[config.mk]
export PLATFORM = sky130hd
export DESIGN_NAME = spi_sd_frame_receiver
export DESIGN_NICKNAME = d
export VERILOG_FILES = /design/src/rtl/spi_sd_frame_receiver_pkg.sv /design/src/rtl/spi_sck_sampler.sv /design/src/rtl/spi_sd_frame_receiver.sv
export SDC_FILE = /design/constraint.sdc
export NUM_CORES = 1
export LEC_CHECK = 0
export ABC_AREA = 0
export CELL_PAD_IN_SITES_DETAIL_PLACEMENT = 0
export CELL_PAD_IN_SITES_GLOBAL_PLACEMENT = 1
export CORE_ASPECT_RATIO = 0.9
export CORE_MARGIN = 3
export CORE_UTILIZATION = 40
export CTS_BUF_LIST = sky130_fd_sc_hd__clkbuf_4 sky130_fd_sc_hd__clkbuf_8
export DETAILED_ROUTE_END_ITERATION = 16
export GPL_TIMING_DRIVEN = 0
export PLACE_DENSITY_LB_ADDON = 0.1
export SYNTH_ARGS = -nofsm -noshare
export SYNTH_HDL_FRONTEND = slang
export SYNTH_HIERARCHICAL = 1
export SYNTH_SLANG_ARGS = --single-unit
[constraint.sdc]
create_clock -name clock -period 3.4 [get_ports clock]
set_input_delay 0.68 -clock clock [delete_from_list [all_inputs] [get_ports clock]]
set_output_delay 0.68 -clock clock [all_outputs]
set_load 0.02 [all_outputs]
[src/rtl/spi_sd_frame_receiver_pkg.sv]
// Shared definitions for the SD-style SPI frame receiver: FSM encoding, start token,
// CRC7 polynomial and step function, and frame-length derivation.
package spi_sd_pkg;

  localparam logic [3:0] ST_IDLE  = 4'd0;
  localparam logic [3:0] ST_TRANS = 4'd1;
  localparam logic [3:0] ST_CMD   = 4'd2;
  localparam logic [3:0] ST_ARG   = 4'd3;
  localparam logic [3:0] ST_CRC   = 4'd4;
  localparam logic [3:0] ST_ENDB  = 4'd5;
  localparam logic [3:0] ST_TOKEN = 4'd6;
  localparam logic [3:0] ST_DATA  = 4'd7;
  localparam logic [3:0] ST_DCRC  = 4'd8;

  localparam logic [7:0] START_TOKEN = 8'hFE;
  localparam logic [6:0] CRC7_POLY   = 7'h09;
  localparam int         CRC_W       = 7;

  // Start + transmission + command + argument + CRC7 + end bit.
  function automatic int frame_bits(input int cmd_w, input int arg_w);
    return 2 + cmd_w + arg_w + CRC_W + 1;
  endfunction

  function automatic logic [6:0] crc7_step(input logic [6:0] crc, input logic b);
    logic fb;
    fb = crc[6] ^ b;
    return {crc[5:0], 1'b0} ^ (fb ? CRC7_POLY : 7'h00);
  endfunction

endpackage

[src/rtl/spi_sck_sampler.sv]
// Synchronises SCK/MOSI/CS_n into the system clock and flags each SCK rising edge
// seen while chip select is active.
module spi_sck_sampler (
  input  logic clock,
  input  logic reset,
  input  logic sck,
  input  logic mosi,
  input  logic cs_n,
  output logic bit_valid,
  output logic bit_value,
  output logic cs_active
);

  logic [1:0] sck_sync;
  logic [1:0] cs_sync;
  logic [1:0] mosi_sync;
  logic       sck_q;

  always_ff @(posedge clock or negedge reset) begin
    if (!reset) begin
      sck_sync <= 2'b00;
      cs_sync  <= 2'b11;
      sck_q    <= 1'b0;
    end else begin
      sck_sync <= {sck_sync[0], sck};
      cs_sync  <= {cs_sync[0], cs_n};
      sck_q    <= sck_sync[1];
    end
  end

  always_ff @(posedge clock) begin
    mosi_sync <= {mosi_sync[0], mosi};
  end

  // CS_n shares the SCK pipeline depth, so a deselect masks a coincident edge.
  assign cs_active = ~cs_sync[1];
  assign bit_valid = sck_sync[1] & ~sck_q & cs_active;
  assign bit_value = mosi_sync[1];

endmodule

[src/rtl/spi_sd_frame_receiver.sv]
// SD-style SPI slave frame receiver: command frames plus optional token-framed data block.
// Define SPI_CRC_CHECK_EN to reject frames whose CRC7 does not match.
module spi_sd_frame_receiver
  import spi_sd_pkg::*;
#(
  parameter int CMD_W         = 6,
  parameter int ARG_W         = 32,
  parameter int MAX_BLOCK     = 512,
  parameter int TOKEN_TIMEOUT = 8
) (
  input  logic                           clock,
  input  logic                           reset,
  input  logic                           io_Sck,
  input  logic                           io_Mosi,
  input  logic                           io_Cs_n,
  input  logic                           io_ExpectData,
  input  logic [$clog2(MAX_BLOCK+1)-1:0] io_DataBlockSize,
  output logic                           io_CommandValid,
  output logic [CMD_W-1:0]               io_Command,
  output logic [ARG_W-1:0]               io_CommandArgument,
  output logic                           io_FrameError,
  output logic                           io_DataValid,
  output logic [7:0]                     io_Data,
  output logic                           io_DataLast,
  output logic                           io_TokenTimeout
);

  localparam int BS_W  = $clog2(MAX_BLOCK + 1);
  localparam int CNT_W = $clog2(frame_bits(CMD_W, ARG_W));
  localparam int TMO_W = $clog2(TOKEN_TIMEOUT + 1);
  localparam logic [BS_W-1:0] MAX_BS = BS_W'(MAX_BLOCK);

  logic             bit_valid;
  logic             bit_value;
  logic             cs_active;
  logic [3:0]       state;
  logic [CNT_W-1:0] cnt;
  logic [2:0]       bcnt;
  logic [TMO_W-1:0] tmo;
  logic [BS_W-1:0]  byte_cnt;
  logic [BS_W-1:0]  blk_last;
  logic [BS_W-1:0]  eff_size;
  logic [CMD_W-1:0] cmd_sr;
  logic [ARG_W-1:0] arg_sr;
  logic [6:0]       byte_sr;
  logic [7:0]       byte_next;
  logic             byte_done;
  logic             crc_ok;

  spi_sck_sampler u_sampler (
    .clock     (clock),
    .reset     (reset),
    .sck       (io_Sck),
    .mosi      (io_Mosi),
    .cs_n      (io_Cs_n),
    .bit_valid (bit_valid),
    .bit_value (bit_value),
    .cs_active (cs_active)
  );

  assign byte_next = {byte_sr, bit_value};
  assign byte_done = (bcnt == 3'd7);

  always_comb begin
    eff_size = io_DataBlockSize;
    if (io_DataBlockSize == '0 || io_DataBlockSize > MAX_BS) eff_size = MAX_BS;
  end

  always_ff @(posedge clock) begin
    if (bit_valid) begin
      case (state)
        ST_CMD:                    cmd_sr  <= {cmd_sr[CMD_W-2:0], bit_value};
        ST_ARG:                    arg_sr  <= {arg_sr[ARG_W-2:0], bit_value};
        ST_TOKEN, ST_DATA, ST_DCRC: byte_sr <= byte_next[6:0];
        default: ;
      endcase
    end
  end

`ifdef SPI_CRC_CHECK_EN
  logic [6:0] crc_calc;
  logic [6:0] crc_rx;

  // CRC restarts on every (re)start bit and covers start, transmission, command and argument.
  always_ff @(posedge clock) begin
    if (bit_valid) begin
      case (state)
        ST_IDLE:        crc_calc <= 7'h00;
        ST_TRANS:       crc_calc <= bit_value ? crc7_step(7'h00, 1'b0) ^ crc7_step(7'h00, 1'b1)
                                              : 7'h00;
        ST_CMD, ST_ARG: crc_calc <= crc7_step(crc_calc, bit_value);
        ST_CRC:         crc_rx   <= {crc_rx[5:0], bit_value};
        default: ;
      endcase
    end
  end

  assign crc_ok = (crc_rx == crc_calc);
`else
  assign crc_ok = 1'b1;
`endif

  always_ff @(posedge clock or negedge reset) begin
    if (!reset) begin
      state              <= ST_IDLE;
      cnt                <= '0;
      bcnt               <= '0;
      tmo                <= '0;
      byte_cnt           <= '0;
      blk_last           <= '0;
      io_CommandValid    <= 1'b0;
      io_Command         <= '0;
      io_CommandArgument <= '0;
      io_FrameError      <= 1'b0;
      io_DataValid       <= 1'b0;
      io_Data            <= '0;
      io_DataLast        <= 1'b0;
      io_TokenTimeout    <= 1'b0;
    end else begin
      io_CommandValid <= 1'b0;
      io_FrameError   <= 1'b0;
      io_DataValid    <= 1'b0;
      io_DataLast     <= 1'b0;
      io_TokenTimeout <= 1'b0;
      if (!cs_active) begin
        state <= ST_IDLE;
      end else if (io_CommandValid && state == ST_TOKEN && !io_ExpectData) begin
        // The controller answers io_ExpectData during the accept pulse.
        state <= ST_IDLE;
      end else if (bit_valid) begin
        case (state)
          ST_IDLE: if (!bit_value) state <= ST_TRANS;
          ST_TRANS: begin
            if (bit_value) begin
              state <= ST_CMD;
              cnt   <= '0;
            end
          end
          ST_CMD: begin
            cnt <= cnt + CNT_W'(1);
            if (cnt == CNT_W'(CMD_W - 1)) begin
              state <= ST_ARG;
              cnt   <= '0;
            end
          end
          ST_ARG: begin
            cnt <= cnt + CNT_W'(1);
            if (cnt == CNT_W'(ARG_W - 1)) begin
              state <= ST_CRC;
              cnt   <= '0;
            end
          end
          ST_CRC: begin
            cnt <= cnt + CNT_W'(1);
            if (cnt == CNT_W'(CRC_W - 1)) begin
              state <= ST_ENDB;
              cnt   <= '0;
            end
          end
          ST_ENDB: begin
            if (bit_value && crc_ok) begin
              io_CommandValid    <= 1'b1;
              io_Command         <= cmd_sr;
              io_CommandArgument <= arg_sr;
              state              <= ST_TOKEN;
              bcnt               <= '0;
              tmo                <= '0;
            end else begin
              io_FrameError <= 1'b1;
              state         <= ST_IDLE;
            end
          end
          ST_TOKEN: begin
            bcnt <= bcnt + 3'd1;
            if (byte_done) begin
              if (byte_next == START_TOKEN) begin
                state    <= ST_DATA;
                byte_cnt <= '0;
                blk_last <= eff_size - BS_W'(1);
              end else if (tmo == TMO_W'(TOKEN_TIMEOUT - 1)) begin
                io_TokenTimeout <= 1'b1;
                state           <= ST_IDLE;
              end else begin
                tmo <= tmo + TMO_W'(1);
              end
            end
          end
          ST_DATA: begin
            bcnt <= bcnt + 3'd1;
            if (byte_done) begin
              io_DataValid <= 1'b1;
              io_Data      <= byte_next;
              byte_cnt     <= byte_cnt + BS_W'(1);
              if (byte_cnt == blk_last) begin
                io_DataLast <= 1'b1;
                state       <= ST_DCRC;
                byte_cnt    <= '0;
              end
            end
          end
          ST_DCRC: begin
            bcnt <= bcnt + 3'd1;
            if (byte_done) begin
              byte_cnt <= byte_cnt + BS_W'(1);
              if (byte_cnt == BS_W'(1)) state <= ST_IDLE;
            end
          end
          default: state <= ST_IDLE;
        endcase
      end
    end
  end

endmodule
==> results_dict.tcl, run 1 <==
set metrics [dict create \
    yosysTopAreaCellShare_pct 37.55 \
    clock_tree.buffer_depth 2 \
    drive_above_1_share_pct 17.81 \
    final.setup.worst_slack_ns 0.6882 \
    report.final.hold_viol_count 0 \
    antenna_violating_nets_post_route 0 \
    row_count 42 \
    regToRegEndpoint "blk_last[4]$_DFFE_PN0P_" \
    top_level_ports 67 \
    cap_violations 0 \
    max_clock_freq_mhz 368.8 \
    synth_nets 510 \
    path_max_fanout 10 \
    critical_path.cell_chain "buf_2 -> nand4bb_1 -> nor3_1 -> nand2_2 -> a2111oi_0 -> a21o_1" \
    post_cts_hold_buffer_count 0 \
    yosys_warnings 6 \
    area_growth_pct 21.35 \
    report.power.total_mw 3.025 \
    firstDrtPassIters 4 \
    grt_max_degree 60 \
    ctsRootBufferMaster "sky130_fd_sc_hd__clkbuf_8" \
    synthDistinctLibCells 62 \
    post-route-cell-area_um2 7360 \
    number_of_flops_mapped_to_enable_cells_by_yosys 45 \
    r2r_start "state[0]$_DFFE_PN0P_" \
    postPlaceCellArea_um2 7015 \
    worst-r2r-setup-slack_ns 0.69 \
    clock_latency_ns 0.43 \
    number_of_cells_on_the_worst_reg_to_reg_path 6 \
    gp_routability_congestion 0.8857 \
    yosysTopAreaCell "sky130_fd_sc_hd__dfrtp_1" \
    cts.repair.resized 0 \
    timing.hold.worst.class "input pin to asynchronous set/reset pin" \
    top_reg_cell_synth "sky130_fd_sc_hd__dfrtp_1" \
    track_usage_pct 15.52 \
    detailed_place_hpwl_mm 8.652 \
    final.period_utilization_pct 79.76 \
    h-tree-depth 4 \
    period_needed_ns 2.712 \
    post_drt_wl_per_cell_um 15.85 \
    layout.core_utilization_pct 49.84 \
    pwr_density_cell_nw_per_um2 411.0 \
    clock_sink_count 140 \
    timing.critical_path.slowest_cell_delay_ns 0.78 \
    worstPathRequired_ns 3.77 \
    numCtsBuffers 17 \
    start_util_pct 41.07 \
    avgViaCountPerCell 5.187 \
    placeableCoreArea_um2 14770 \
    io_buffers 65 \
    fin_hold_ws_ns 0.2025 \
    totalWireLength_mm 12.39 \
    yosysSeqAreaShare_pct 61.36 \
    first_global_vias 3927 \
    post_placement_setup_slack_ns 0.3950 \
    grt_pass1_wl_mm 20.21 \
    asyncSetResetFlopFracSynth_pct 66.43 \
    synth.area.top_cells "sky130_fd_sc_hd__dfrtp_1 (38%), sky130_fd_sc_hd__edfxtp_1 (22%), sky130_fd_sc_hd__mux2_2 (8.9%), sky130_fd_sc_hd__nand2_1 (2.2%), sky130_fd_sc_hd__o21ai_0 (1.9%)" \
    clk_pin_slew_ns 0.08 \
    worst_setup_path_start_kind "flop" \
    syn_area_um2 6065 \
    overflow 0 \
    vias 4056 \
    detailedRoute.firstIterationViolations 174 \
    worst_slew_margin_rel_pct 42.87 \
    report.final.setup_viol 0 \
    p_leak_nw 3.057 \
    dieArea_um2 16680 \
    critical_path.endpoint_type "flop" \
    timing.critical_path.max_delay_family "simple AND/OR/NAND/NOR gates" \
    worstMarginPinSlew_ns 0.8504 \
    die_height_um 122.8 \
    irDropWorstVdd_mv 0.2573 \
    timing.critical_path.slowest_stage_cell "sky130_fd_sc_hd__nor3_1" \
    cts_post_setup_buffers_inserted 0 \
    tritoncts "done" \
    drc 0 \
    status "finished clean" \
    syn_inst 485 \
    ys_seq_elements 140 \
    floorplan.die.width_um 135.8 \
    number_of_antenna_violations_at_the_first_check_in_global_routing 0 \
    final_nets 596 \
    critPathKind "flop to flop" \
    rsz_0062_raised_after_global_routing "no" \
    maxSlewViolCount 0 \
    insertedDiodeCount 0 \
    timing.clock.skew_ns 0.01282 \
    timing.critical_path.arrival_ns 3.08 \
    per_instance_average_area_after_synthesis_um2 12.50 \
    number_of_buffer_and_inverter_instances_along_the_worst_setup_path 1 \
]
-- cells by family after synthesis --
logic type               after synthesis  share of synthesized area (%)
adder cells (fa/ha/maj)                9                          1.857
flip-flops                           140                          61.36
XOR/XNOR                              14                          2.022
AND/OR/NAND/NOR                      144                          13.22
multiplexers                          51                          9.408
buffers and inverters                 40                          2.723
AO/OA/AOI/OAI                         87                          9.408
-- sequential cells by signal (all words and copies together) (netlist names), 6 cells and up --
register / count
arg_sr: 32
io_CommandArgument: 32
blk_last: 10
byte_cnt: 10
io_Data: 8
byte_sr: 7
cmd_sr: 6
cnt: 6
io_Command: 6
-- worst max path at each step --
stage,from,end,cells past startpoint
6_report,state[0]$_DFFE_PN0P_,blk_last[4]$_DFFE_PN0P_,6
3_5_place_dp,io_DataBlockSize[9],blk_last[6]$_DFFE_PN0P_,10
4_1_cts,state[0]$_DFFE_PN0P_,blk_last[4]$_DFFE_PN0P_,6
5_1_grt,state[0]$_DFFE_PN0P_,blk_last[4]$_DFFE_PN0P_,6
2_1_floorplan,state[2]$_DFFE_PN0P_,arg_sr[0]$_DFFE_PP_,4
3_3_place_gp,reset,byte_cnt[4]$_DFFE_PN0P_,1
-- worst register-to-register path, cell delays in order (launching register included) --
cell,delay [ns]
sky130_fd_sc_hd__dfrtp_1,0.38
sky130_fd_sc_hd__buf_2,0.18
sky130_fd_sc_hd__nand4bb_1,0.35
sky130_fd_sc_hd__nor3_1,0.78
sky130_fd_sc_hd__nand2_2,0.30
sky130_fd_sc_hd__a2111oi_0,0.52
sky130_fd_sc_hd__a21o_1,0.13
-- cell type report --
type,count,area (um2)
Tap cell,198,247.7
Sequential cell,140,3721
Inverter,21,78.83
Timing Repair Buffer,67,695.7
Buffer,19,86.33
Clock inverter,13,95.09
Multi-Input combinational cell,305,2186
Clock buffer,19,249.0
Fill cell,1334,7407
-- layer usage --
layer	wire, um	vias to the layer above	GRT usage [%]
met2	5773	72	23.60
met5	0	-	0
met1	6013	2017	21.90
met4	180	0	5.416
met3	424	12	3.730
li1	-	1955	-
-- cell usage after synthesis, types with 3 or more instances --
cell type	count
sky130_fd_sc_hd__or3b_2	3
sky130_fd_sc_hd__nand2b_1	5
sky130_fd_sc_hd__nand3_1	13
sky130_fd_sc_hd__nand2_1	36
sky130_fd_sc_hd__dfrtp_1	91
sky130_fd_sc_hd__mux2i_1	3
sky130_fd_sc_hd__xor2_1	11
sky130_fd_sc_hd__nand4_1	5
sky130_fd_sc_hd__a31oi_1	7
sky130_fd_sc_hd__or4_1	4
sky130_fd_sc_hd__o21bai_1	4
sky130_fd_sc_hd__nand3b_1	4
sky130_fd_sc_hd__ha_1	9
sky130_fd_sc_hd__nor3b_1	3
sky130_fd_sc_hd__and3_1	3
sky130_fd_sc_hd__a21boi_0	3
sky130_fd_sc_hd__buf_2	6
sky130_fd_sc_hd__xnor2_1	3
sky130_fd_sc_hd__o22ai_1	9
sky130_fd_sc_hd__mux2_2	48
sky130_fd_sc_hd__a21oi_1	12
sky130_fd_sc_hd__inv_1	21
sky130_fd_sc_hd__nor4_1	7
sky130_fd_sc_hd__nor2_1	19
sky130_fd_sc_hd__nand4b_1	3
sky130_fd_sc_hd__a32oi_1	3
sky130_fd_sc_hd__clkbuf_1	12
sky130_fd_sc_hd__nor2b_1	7
sky130_fd_sc_hd__a21o_1	5
sky130_fd_sc_hd__edfxtp_1	45
sky130_fd_sc_hd__nor3_1	15
sky130_fd_sc_hd__o31ai_1	5
sky130_fd_sc_hd__o21ai_0	23
-- placed cells by master (no fill, tap or decap), types with 13 or more instances in the layout --
cell type | synthesis | layout
sky130_fd_sc_hd__clkbuf_8 | 0 | 17
sky130_fd_sc_hd__clkdlybuf4s50_1 | 0 | 64
sky130_fd_sc_hd__dfrtp_1 | 91 | 91
sky130_fd_sc_hd__edfxtp_1 | 45 | 45
sky130_fd_sc_hd__inv_1 | 21 | 21
sky130_fd_sc_hd__mux2_2 | 48 | 48
sky130_fd_sc_hd__nand2_1 | 36 | 36
sky130_fd_sc_hd__nand3_1 | 13 | 13
sky130_fd_sc_hd__nor2_1 | 19 | 18
sky130_fd_sc_hd__nor3_1 | 15 | 15
sky130_fd_sc_hd__o21ai_0 | 23 | 23
-- metrics by stage --
step           setup TNS (ns)  cells
2_1_floorplan               0    485
3_3_place_gp          -193.31    748
3_5_place_dp                0    750
4_1_cts                     0    782
5_1_grt                     0    782
6_report                    0    782
-- power breakdown --
group          total, mW  internal (mW)  switching (mW)
clock               1.18          0.526           0.657
sequential          1.74           1.74         0.00602
combinational     0.0975         0.0378          0.0597
total               3.02           2.30           0.723
Note: power is estimated with default switching activity, not from simulation.
==> run 2, diff against run 1 <==
Clock period 3.4 ns to 2.3 ns, I/O delays scaled along.
==> run 2 against run 1 <==
Net effect:
- worst setup slack worse by 0.68 ns
- sequential power is 48% higher
- maximum frequency is 18% higher
- critical path type unchanged
- largest cell class unchanged
- highest routed layer unchanged
==> results_dict.tcl, run 2 (synthesized netlist as in run 1, its figures left out) <==
set metrics [dict create \
    path_max_fanout 8 \
    worst_slew_margin_rel_pct 36.07 \
    avgViaCountPerCell 5.197 \
    final_setup_tns_ns 0 \
    mostFrequentLayoutCell "sky130_fd_sc_hd__dfrtp_1" \
    grt_max_degree 62 \
    grt_util_met3_pct 4.180 \
    post_placement_setup_slack_ns -0.4473 \
    clk_pin_slew_ns 0.08 \
    timing.clock.skew_ns 0.01234 \
    area_growth_pct 24.51 \
    r2r_start "cnt[0]$_DFFE_PN0P_" \
    final_nets 601 \
    critPathKind "flop to flop" \
    placeableCoreArea_um2 14770 \
    power.sequential.fraction_pct 53.6 \
    p_leak_nw 3.154 \
    clock_latency_ns 0.44 \
    timing.critical_path.arrival_ns 2.62 \
    combPwrFrac_pct 3.2 \
    critical_path.endpoint_type "flop" \
    timing.critical_path.slowest_stage_cell "sky130_fd_sc_hd__or4_1" \
    antenna_violating_nets_post_route 0 \
    p_clk_share_pct 43.2 \
    detailed_place_hpwl_mm 8.537 \
    report.power.total_mw 4.812 \
    firstDrtPassIters 5 \
    grt_pass1_wl_mm 20.45 \
    power_switching_mw 1.062 \
    rsz_0062_raised_after_global_routing "yes" \
    drc 0 \
    timing.critical_path.slowest_cell_delay_ns 0.55 \
    top_level_ports 67 \
    number_of_cells_on_the_worst_reg_to_reg_path 6 \
    fin_hold_ws_ns 0.3518 \
    hold-path-endpoint "u_sampler/sck_sync[1]$_DFF_PN0_" \
    postPlaceCellArea_um2 6995 \
    worstPathRequired_ns 2.63 \
    post_drt_wl_per_cell_um 15.97 \
    regs_by_ff_count "arg_sr x32, io_CommandArgument x32" \
    ctsRootBufferMaster "sky130_fd_sc_hd__clkbuf_8" \
    detailedRoute.firstIterationViolations 215 \
    final.setup.worst_slack_ns 0.006197 \
    gp_routability_congestion 0.8346 \
    worstMarginPinSlew_ns 0.9567 \
    first_global_vias 4007 \
    filler_cell_count 1286 \
    tritoncts "done" \
    row_count 42 \
    globalRoute.busiestLayer "met2" \
    area.sequential_um2 3721 \
    maxSlewViolCount 0 \
    cap_violations 0 \
    min_delay_path_depth 0 \
    p_int_mw 3.751 \
    use_met1_pct 22.57 \
    layout.cells.most_common_list "sky130_fd_sc_hd__dfrtp_1 (91), sky130_fd_sc_hd__clkdlybuf4s50_1 (64), sky130_fd_sc_hd__mux2_2 (48)" \
    floorplan.die.width_um 135.8 \
    period_needed_ns 2.294 \
    report.final.hold_viol_count 0 \
    post-route-cell-area_um2 7551 \
    regToRegEndpoint "state[0]$_DFFE_PN0P_" \
    start_util_pct 41.07 \
    netSwitchingFraction_pct 22.06 \
    io_buffers 65 \
    worst-r2r-setup-slack_ns 0.006 \
    hold_path_startpoint "u_sampler/sck_sync[0]$_DFF_PN0_" \
    number_of_antenna_violations_at_the_first_check_in_global_routing 0 \
    overflow 0 \
    final.period_utilization_pct 99.73 \
    worst_setup_path_start_kind "flop" \
    totalWireLength_mm 12.57 \
    met2_capacity_usage_during_global_routing_pct 23.13 \
    track_usage_pct 15.74 \
    h-tree-depth 4 \
    numCtsBuffers 17 \
    insertedDiodeCount 0 \
    status "finished clean" \
    vias 4090 \
    drive_above_1_share_pct 21.22 \
    timing.hold.worst.class "flop to flop" \
    clock_sink_count 140 \
    die_height_um 122.8 \
    clock_tree.buffer_depth 2 \
    multi_input_logic_area_um2 2260 \
    max_clock_freq_mhz 436.0 \
    report.final.setup_viol 0 \
    critical_path.cell_chain "ha_1 -> nand3_1 -> o41ai_1 -> o21ai_2 -> or4_1 -> a32o_1" \
    pwr_density_cell_nw_per_um2 637.3 \
    irDropWorstVdd_mv 0.4742 \
    dieArea_um2 16680 \
]
-- run 2: cell types whose count changed in the layout (fill, tap and decap cells not counted), moves of 2 or more --
cell                        delta
sky130_fd_sc_hd__buf_4         +7
sky130_fd_sc_hd__bufinv_16     +3
sky130_fd_sc_hd__clkbuf_1      -6
sky130_fd_sc_hd__clkbuf_2      +4
sky130_fd_sc_hd__nor4b_1       -2
sky130_fd_sc_hd__nor4b_2       +2
sky130_fd_sc_hd__o21ai_0       -2
sky130_fd_sc_hd__o21ai_1       +2
-- run 2: metrics by stage --
stage / utilization (%) / std cells
floorplan: - / 485
global placement: 47.17 / 748
detailed placement: 47.37 / 749
finish: 51.14 / 787
CTS: 50.72 / 786
global route: 51.14 / 787
-- run 2: layer usage --
| metal | vias up | part of all wire [%] |
|---|---|---|
| met5 | - | 0 |
| met4 | 0 | 1.3 |
| met3 | 13 | 4.1 |
| met2 | 68 | 45 |
| met1 | 2030 | 50 |
| li1 | 1979 | - |
-- run 2: layout make-up --
class                   count  area share [%]
multi-input cells         305           29.93
clock buffers              19           3.380
inverters                  21           1.044
flip-flops and latches    140           49.28
plain buffers              18           1.243
repair buffers             73           9.677
clock inverters            13           2.171
well taps                 198           3.281
-- run 2: worst max path at each step --
stage | from | end | slack [ns] | depth (start not counted)
after floorplan | cnt[4]$_DFFE_PN0P_ | state[0]$_DFFE_PN0P_ | 0.19 | 5
after global routing | cnt[0]$_DFFE_PN0P_ | state[0]$_DFFE_PN0P_ | -0.13 | 6
after CTS | state[2]$_DFFE_PN0P_ | io_CommandArgument[31]$_DFFE_PN0P_ | 0.007 | 7
final | cnt[0]$_DFFE_PN0P_ | state[0]$_DFFE_PN0P_ | 0.006 | 6
after global placement | reset | io_CommandArgument[11]$_DFFE_PN0P_ | -3.03 | 1
after detailed placement | io_DataBlockSize[9] | blk_last[6]$_DFFE_PN0P_ | -0.45 | 10
-- run 2: what timing repair did --
action	CTS	global route
resized for setup	7	23
hold buffers	1	0
buffers inserted	4	2
pin swaps	3	1
hold endpoints to repair	30	0
endpoints found under the setup margin	53	73
-- run 2: worst max-delay path: cells and delay by family (launching register included) --
kind | cells | cell delay [ns]
AOI/OAI and AO/OA | 3 | 0.80
adders and majority gates | 1 | 0.24
DFF | 1 | 0.46
and+or+nand+nor | 2 | 0.69
-- run 2: power groups by stage --
| stage | Clock, mW | Combinational [mW] | Sequential (mW) |
|---|---|---|---|
| 5_1_grt | 2.25 | 0.171 | 2.58 |
| 6_report | 2.08 | 0.152 | 2.58 |
| 4_1_cts | 2.14 | 0.153 | 2.58 |
| 3_3_place_gp | 0 | 0.142 | 2.63 |
| 2_1_floorplan | 0 | 0.0606 | 2.63 |
| 3_5_place_dp | 0 | 0.148 | 2.63 |
